<file path="src/rtl/road_steer_ctrl_pkg.sv">
// Shared road game package: FSM states, steering decisions and default limits.
// Imported by the steering controller and its testbench.
package road_steer_ctrl_pkg;

    typedef enum logic [1:0] {
        S_IDLE  = 2'd0,
        S_RUN   = 2'd1,
        S_WRAP1 = 2'd2,
        S_WRAP2 = 2'd3
    } state_e;

    typedef enum logic [1:0] {
        D_NONE  = 2'd0,
        D_LEFT  = 2'd1,
        D_RIGHT = 2'd2,
        D_WRAP  = 2'd3
    } dec_e;

    localparam int unsigned STEP_FRAMES_DEF = 2;
    localparam logic [15:0] LEFT_LIMIT_DEF  = 16'd8;
    localparam logic [15:0] RIGHT_LIMIT_DEF = 16'd560;

    // A lone button at its limit wraps the road instead of stepping.
    function automatic dec_e decide(
        input logic        bl,
        input logic        br,
        input logic [15:0] pos,
        input logic [15:0] lo,
        input logic [15:0] hi
    );
        dec_e d;
        d = D_NONE;
        if (bl && !br) begin
            d = (pos > lo) ? D_LEFT : D_WRAP;
        end else if (br && !bl) begin
            d = (pos < hi) ? D_RIGHT : D_WRAP;
        end
        return d;
    endfunction

endpackage

</file>
<file path="src/rtl/road_steer_ctrl_sync2.sv">
// Two-flop synchronizer for one asynchronous button input.
// Synchronous active-high reset clears both stages.
module sync2 (
    input  logic clk_i,
    input  logic rst_i,
    input  logic d_i,
    output logic q_o
);

    logic meta_q;
    logic sync_q;

    always_ff @(posedge clk_i) begin
        if (rst_i) begin
            meta_q <= 1'b0;
            sync_q <= 1'b0;
        end else begin
            meta_q <= d_i;
            sync_q <= meta_q;
        end
    end

    assign q_o = sync_q;

endmodule

</file>
<file path="src/rtl/road_steer_ctrl.sv">
// Road steering controller: turns synchronized buttons into per-frame
// left/right/rollover pulses for the road horizontal counter.
module road_steer_ctrl
    import road_steer_ctrl_pkg::*;
#(
    parameter int unsigned STEP_FRAMES = STEP_FRAMES_DEF,
    parameter logic [15:0] LEFT_LIMIT  = LEFT_LIMIT_DEF,
    parameter logic [15:0] RIGHT_LIMIT = RIGHT_LIMIT_DEF
) (
    input  logic        clk,
    input  logic        reset,
    input  logic        frame,
    input  logic        go,
    input  logic        btnL,
    input  logic        btnR,
    input  logic [15:0] road_h_address,
    output logic        L,
    output logic        R,
    output logic        rollover,
    output logic        active
);

    localparam logic [7:0] LAST_FRAME = 8'(STEP_FRAMES - 1);

    logic   btn_l_s;
    logic   btn_r_s;
    dec_e   dec_d;
    state_e state_q;
    logic [7:0] fcnt_q;
    logic   l_q;
    logic   r_q;
    logic   ro_q;
    logic   act_q;

    sync2 u_sync_l (
        .clk_i (clk),
        .rst_i (reset),
        .d_i   (btnL),
        .q_o   (btn_l_s)
    );

    sync2 u_sync_r (
        .clk_i (clk),
        .rst_i (reset),
        .d_i   (btnR),
        .q_o   (btn_r_s)
    );

    always_comb begin
        dec_d = decide(btn_l_s, btn_r_s, road_h_address,
                       LEFT_LIMIT, RIGHT_LIMIT);
    end

    always_ff @(posedge clk) begin
        if (reset) begin
            state_q <= S_IDLE;
            fcnt_q  <= 8'd0;
            l_q     <= 1'b0;
            r_q     <= 1'b0;
            ro_q    <= 1'b0;
            act_q   <= 1'b0;
        end else begin
            l_q  <= 1'b0;
            r_q  <= 1'b0;
            ro_q <= 1'b0;
            case (state_q)
                S_IDLE: begin
                    fcnt_q <= 8'd0;
                    if (go) begin
                        state_q <= S_RUN;
                        act_q   <= 1'b1;
                    end
                end
                S_RUN: begin
                    if (frame) begin
                        if (fcnt_q == LAST_FRAME) begin
                            fcnt_q <= 8'd0;
                            case (dec_d)
                                D_LEFT:  l_q <= 1'b1;
                                D_RIGHT: r_q <= 1'b1;
                                D_WRAP: begin
                                    ro_q    <= 1'b1;
                                    state_q <= S_WRAP1;
                                end
                                default: ;
                            endcase
                        end else begin
                            fcnt_q <= fcnt_q + 8'd1;
                        end
                    end
                end
                // Give the road counter one quiet clock to settle its load.
                S_WRAP1: state_q <= S_WRAP2;
                S_WRAP2: begin
                    state_q <= S_RUN;
                    fcnt_q  <= 8'd0;
                end
                default: state_q <= S_IDLE;
            endcase
        end
    end

    assign L        = l_q;
    assign R        = r_q;
    assign rollover = ro_q;
    assign active   = act_q;

endmodule

</file>
<file path="config.mk">
export PLATFORM = sky130hd
export DESIGN_NAME = road_steer_ctrl
export DESIGN_NICKNAME = d
export VERILOG_FILES = /design/src/rtl/road_steer_ctrl_pkg.sv /design/src/rtl/road_steer_ctrl_sync2.sv /design/src/rtl/road_steer_ctrl.sv
export SDC_FILE = /design/constraint.sdc
export NUM_CORES = 1
export LEC_CHECK = 0
export CAP_MARGIN = 40
export CORE_ASPECT_RATIO = 0.5
export CORE_UTILIZATION = 35
export CTS_CLUSTER_SIZE = 14
export DETAILED_ROUTE_END_ITERATION = 16
export PLACE_DENSITY = 0.63
export SETUP_SLACK_MARGIN = 0.1
export SYNTH_ARGS = -nofsm -noshare
export SYNTH_HDL_FRONTEND = slang
export SYNTH_SLANG_ARGS = --single-unit
</file>
<file path="constraint.sdc">
create_clock -name clk -period 2.2 [get_ports clk]
set_clock_uncertainty 0.15 [all_clocks]
set_input_delay 0.33 -clock clk [delete_from_list [all_inputs] [get_ports clk]]
set_output_delay 0.33 -clock clk [all_outputs]
set_load 0.01 [all_outputs]
</file>
==> results of run 1 <==
[path summary, 6_finish.rpt]
kind	startpoint	slack, ps	end	depth (start not counted)
setup reg to reg	fcnt_q[0]	430	fcnt_q[6]	6
hold reg to reg	u_sync_l.meta_q	280	u_sync_l.q_o	1
setup / recovery	road_h_address[14]	300	state_q[0]	6
hold / removal	u_sync_l.meta_q	280	u_sync_l.q_o	1
[critical path: stages]
cell,delay [ps]
clkdlybuf4s50_1,400
or4_4,560
nor3_4,150
a31o_4,200
a311oi_1,100
a211oi_2,190
[cell families after synthesis]
kind of cell / count (synthesis) / synth area share [%]
compound gates: 17 / 16.1
simple gates: 47 / 30.4
fa+ha+maj: 5 / 6.72
xor+xnor: 6 / 5.65
buf+inv: 6 / 2.42
flops: 18 / 38.7
[metrics by stage]
stage                     hold WS (ps)  worst slack [ps]
after detailed placement           276              22.9
after global placement             267              48.6
final                              284               296
after global routing               308               233
after floorplan                    264               465
after CTS                          295               294
[layout by cell type (no fill, tap or decap), drive strengths merged, types with 2 or more instances in the layout]
| cell | n |
|---|---|
| clkdlybuf4s50 | 25 |
| dfxtp | 18 |
| nor2 | 10 |
| nand2 | 8 |
| nor2b | 6 |
| inv | 5 |
| xor2 | 5 |
| ha | 5 |
| nand3 | 4 |
| clkbuf | 4 |
| and3 | 3 |
| buf | 3 |
| o21ai | 3 |
| nor3 | 3 |
| nand4 | 3 |
| a21oi | 2 |
| nor4 | 2 |
| a311oi | 2 |
| and2 | 2 |
| a31o | 2 |
[power by group through the flow]
stage | logic (W) | registers, W | clock network (W)
final | 0.000457 | 0.000384 | 0.000265
after global routing | 0.000525 | 0.000390 | 0.000293
after CTS | 0.000456 | 0.000384 | 0.000277
after detailed placement | 0.000452 | 0.000391 | 0
after global placement | 0.000450 | 0.000390 | 0
after floorplan | 0.000303 | 0.000388 | 0
[layer usage]
metal / up-vias / GRT usage (%) / part of all wire (%)
li1: 420 / - / -
met5: - / 0 / 0
met3: 2 / 5.53 / 3.9
met4: 0 / 4.25 / 0.67
met2: 14 / 27.5 / 47
met1: 360 / 18.6 / 48
[layout make-up]
class,count,area [sq um]
clock buffers,4,55.1
fillers,231,1060
inverters,5,18.8
multi-input cells,75,548
flip-flops and latches,18,360
well taps,35,43.8
repair buffers,28,273
==> impl_results.md, run 1 <==
- Tmin final: between 1500 and 2000 ps
- Initial antenna violation count: 0
- Primary FF master, synth: dfxtp_1
- Grt total ovfl: 0
- Later-pin clock latency in the skew report: roughly 250 ps
- Ys Warns: 0
- GP Congestion: around 0.8
- DR pass1 iterations: 4
- FMAX: ~530 MHz
- Nets@finish: roughly 160
- Synth Register Bits: 18
- Syn_nets: roughly 130
- Largest net degree at the start of global routing: 11
- Core ar.: roughly 0.0024 sq mm
- Clock transition at path regs: around 70 ps
- CP endpoint kind: flop
- Sequential share of power: a little over a third
- CTS max path bufs: 2
- Post-CTS Hold Fix Bufs: 0
- Synth cell types: 38
- DP Cell Count: ~160
- Dpl cell area: ~0.0012 sq mm
- Worst min path class: flop to flop
- Post-synthesis sequential area ratio: about two fifths
- Clk network pwr share: 23.9%
- RSZ-0062 raised after global routing: false
- Via density: around 4.8
- First-pass GRT wire length: between 3 and 4 mm
- I/O Pins: 26
- Post-route cell area: roughly 0.0013 sq mm
- GRT Overall Usage: 15.7%
- Status: finished clean
- HPWL after DPL: 1.49 mm
- P per Cell Area: 851 mW/mm^2
- P_int: ~0.00073 W
- Die W: roughly 75 microns
- Fin crit share: between 80% and 90%
- ANT cells: 0
- Die ar.: 0.00288 sq mm
- Switching portion of total power: about 34%
- Crit-path max FO: 6
- DR DRC count: 0
- Post-DRT Antenna Nets: 0
- Max reg flops: 8
- Largest registers: fcnt_q: 8 flops, state_q: 2 flops
- TNS Setup: 0 ps
- PortBufs: 25
- Postcts setup bufs: 0
- Critical Path RT: approximately 2200 ps
- Number of flops mapped to enable cells by yosys: 0
- Post-Route WL: roughly 1.9 mm
- Max-Cap Viols: 0
- Worst slew margin: between 60 and 70%
- Final Power: approximately 0.0011 W
- Via Count: between 700 and 800
- Crit path kind: input pin to flop
- Clock root buffer: clkbuf_8
- Top cells by area, synth: dfxtp_1 (39%), ha_1 (6.7%), xor2_1 (4.7%), nor2_1 (4.0%), nor2b_1 (4.0%)
- Top-count cell post-synth: dfxtp_1
- Critical Path AT: 1930 ps
- Initial DRC Count: 22
- Critical path startpoint category: input pin
- Leakage: around 0.5 nW
- H-Tree Depth: 1
- Synth async-reset ratio: 0%
- Worst-Margin Slew: between 400 and 500 ps
- Psw: between 0.0003 and 0.0004 W
- Top cells by count, synth: dfxtp_1 (18), nor2_1 (10), nand2_1 (7), nor2b_1 (6)
- Layout area overhead: 39.5%
- Initial Utilization: about two fifths
- Final Setup Violations: 0
- Synth Area per Inst: roughly 9.4 sq um
- Max Slew Vio Count: 0
- Vias in the first global route: 737
- Layout Utilization: between 50% and 60%
- PostCTS Resize Cnt: 0
- Largest area contributor in the netlist: dfxtp_1
- Die height: 38.5 microns
- Top-area cell type share of the netlist area: 38.7%
- Top reg by flops: fcnt_q
- CTS sink cnt: 18
- Logic pwr share: between 40% and 50%
- Fin cells: 165
- Post-Synthesis Cells: 99
- Layout cells sized above 1: roughly 11%
- CTS tree: done
- VDD IR max: approximately 380 uV
- CTS buffer count: 3
- Mapped Area: 931 sq um
- Final hold vios: 0
- # rows: 12
- DR WL/cell: 11.7 microns
(Power assumes the default switching activity.)
==> run 2: changes to the inputs <==
- CTS_BUF_LIST: default -> sky130_fd_sc_hd__clkbuf_4
==> impl_results.md, run 2 (same netlist as run 1, synthesis figures left out) <==
- Max Slew Vio Count: 0
- Final Power: 0.00100 W
- Tmin final: roughly 1900 ps
- # fillers: 236
- Reg-to-reg setup timing slack: around 450 ps
- Fin crit share: a little over four fifths
- Die W: approximately 75 microns
- Commonest cells after routing, fill and taps aside: clkdlybuf4s50_1 (25), dfxtp_1 (18), nor2_1 (10)
- Sequential share of power: 38.2%
- Post-Route WL: between 1.5 and 2 mm
- Postcts setup bufs: 0
- Vias in the first global route: 729
- Layout cells sized above 1: around 10%
- Crit path kind: input pin to flop
- Critical R2R Launch: fcnt_q[0]
- Max reg flops: 8
- DR DRC count: 0
- Logic pwr share: 45.4%
- HPWL after DPL: 1.49 mm
- H-Tree Depth: 1
- Worst slew margin: between 70% and 80%
- Switching portion of total power: roughly 37%
- Post-DRT Antenna Nets: 0
- DR pass1 iterations: 3
- Initial Utilization: about 39%
- PostCTS Resize Cnt: 0
- GRT Overall Usage: between 10% and 20%
- Via Count: 800
- Endpoint, Worst Hold: u_sync_l.q_o
- PortBufs: 25
- Final hold vios: 0
- Clock root buffer: clkbuf_4
- First-pass GRT wire length: approximately 3.1 mm
- Most common cell after layout, fill and taps aside: clkdlybuf4s50_1
- Final Setup Violations: 0
- Hold path depth: 1
- Layout area overhead: 36.4%
- FMAX: around 540 MHz
- Clk network pwr share: 16.4%
- ANT cells: 0
- Critical Path AT: around 1900 ps
- CTS buffer count: 3
- Dpl cell area: 0.00124 sq mm
- P per Cell Area: just under 800 mW/mm^2
- I/O Pins: 26
- CTS tree: done
- Status: finished clean
- Largest registers: fcnt_q: 8 flops, state_q: 2 flops
- GP Congestion: 0.793
- P_int: 0.000634 W
- Top reg by flops: fcnt_q
- CP endpoint kind: flop
- Clock transition at path regs: ~100 ps
- Grt total ovfl: 0
- Leakage: between 0.4 and 0.5 nW
- DR WL/cell: 11.2 microns
- Die ar.: 0.00288 sq mm
- Largest net degree at the start of global routing: 11
- VDD IR max: ~370 uV
- RSZ-0062 raised after global routing: false
- Die height: between 30 and 40 microns
- Via density: roughly 4.8
- Crit-path max FO: 6
- Nets@finish: around 160
- Reg area: around 360 sq um
- Later-pin clock latency in the skew report: 290 ps
- Critical path startpoint category: input pin
- Core ar.: approximately 0.0024 sq mm
- Worst-Margin Slew: about 440 ps
- Psw: ~0.00037 W
- Worst reg2reg endpoint: fcnt_q[6]
- CTS sink cnt: 18
- Initial antenna violation count: 0
- Area occupied by multi-input gates: between 500 and 600 sq um
- CTS max path bufs: 2
- Post-CTS Hold Fix Bufs: 0
- Max-Cap Viols: 0
- Post-route cell area: ~0.0013 sq mm
- TNS Setup: 0 ps
- Worst r2r path cells: 6
- Hold wc startpoint: u_sync_l.meta_q
- Initial DRC Count: 23
- # rows: 12
- Worst min path class: flop to flop
- Critical Path RT: between 2000 and 2500 ps
-- run 2: final cells by class --
class                      instances  area share [%]
multi-input combinational         75            43.2
sequential                        18            28.4
timing repair buffer              28            21.5
tap                               35            3.45
clock buffer                       3            1.77
inverter                           5            1.48
clock inverter                     1           0.296
-- run 2: worst max-delay path, stage by stage --
cell             delay, ps
clkdlybuf4s50_1        400
or4_4                  560
nor3_4                 150
a31o_4                 200
a311oi_1               100
a211oi_2               190
-- run 2: power by group through the flow --
stage               Sequential [W]  Combinational (W)  Clock, W
global placement          0.000390           0.000450         0
global route              0.000390           0.000523  0.000194
CTS                       0.000384           0.000454  0.000177
detailed placement        0.000391           0.000452         0
finish                    0.000383           0.000455  0.000165
floorplan                 0.000388           0.000303         0
-- run 2: how the worst max path moves through the flow --
| stage | from | to | slack, ps | cells after the start |
|---|---|---|---|---|
| after floorplan | state_q[0] | fcnt_q[7] | 460 | 6 |
| after global placement | road_h_address[14] | state_q[0] | 50 | 6 |
| after detailed placement | road_h_address[14] | state_q[0] | 20 | 6 |
| after CTS | road_h_address[14] | state_q[0] | 340 | 6 |
| after global routing | fcnt_q[0] | state_q[0] | 260 | 6 |
| final | road_h_address[14] | state_q[0] | 340 | 6 |
-- run 2: layer usage --
layer	GRT usage (%)	part of all wire, %
met1	18.6	51
met4	4.25	0.70
met5	0	0
met3	5.53	4.2
met2	24.8	45
-- run 2: metrics by stage --
step           hold WS [ps]  instances  util, %  setup WS [ps]
5_1_grt                 317        165     53.9            262
4_1_cts                 307        165     53.9            343
6_report                293        165     53.9            341
3_3_place_gp            267        161     52.8           48.6
3_5_place_dp            276        161     52.8           22.9
2_1_floorplan           264         99        -            465
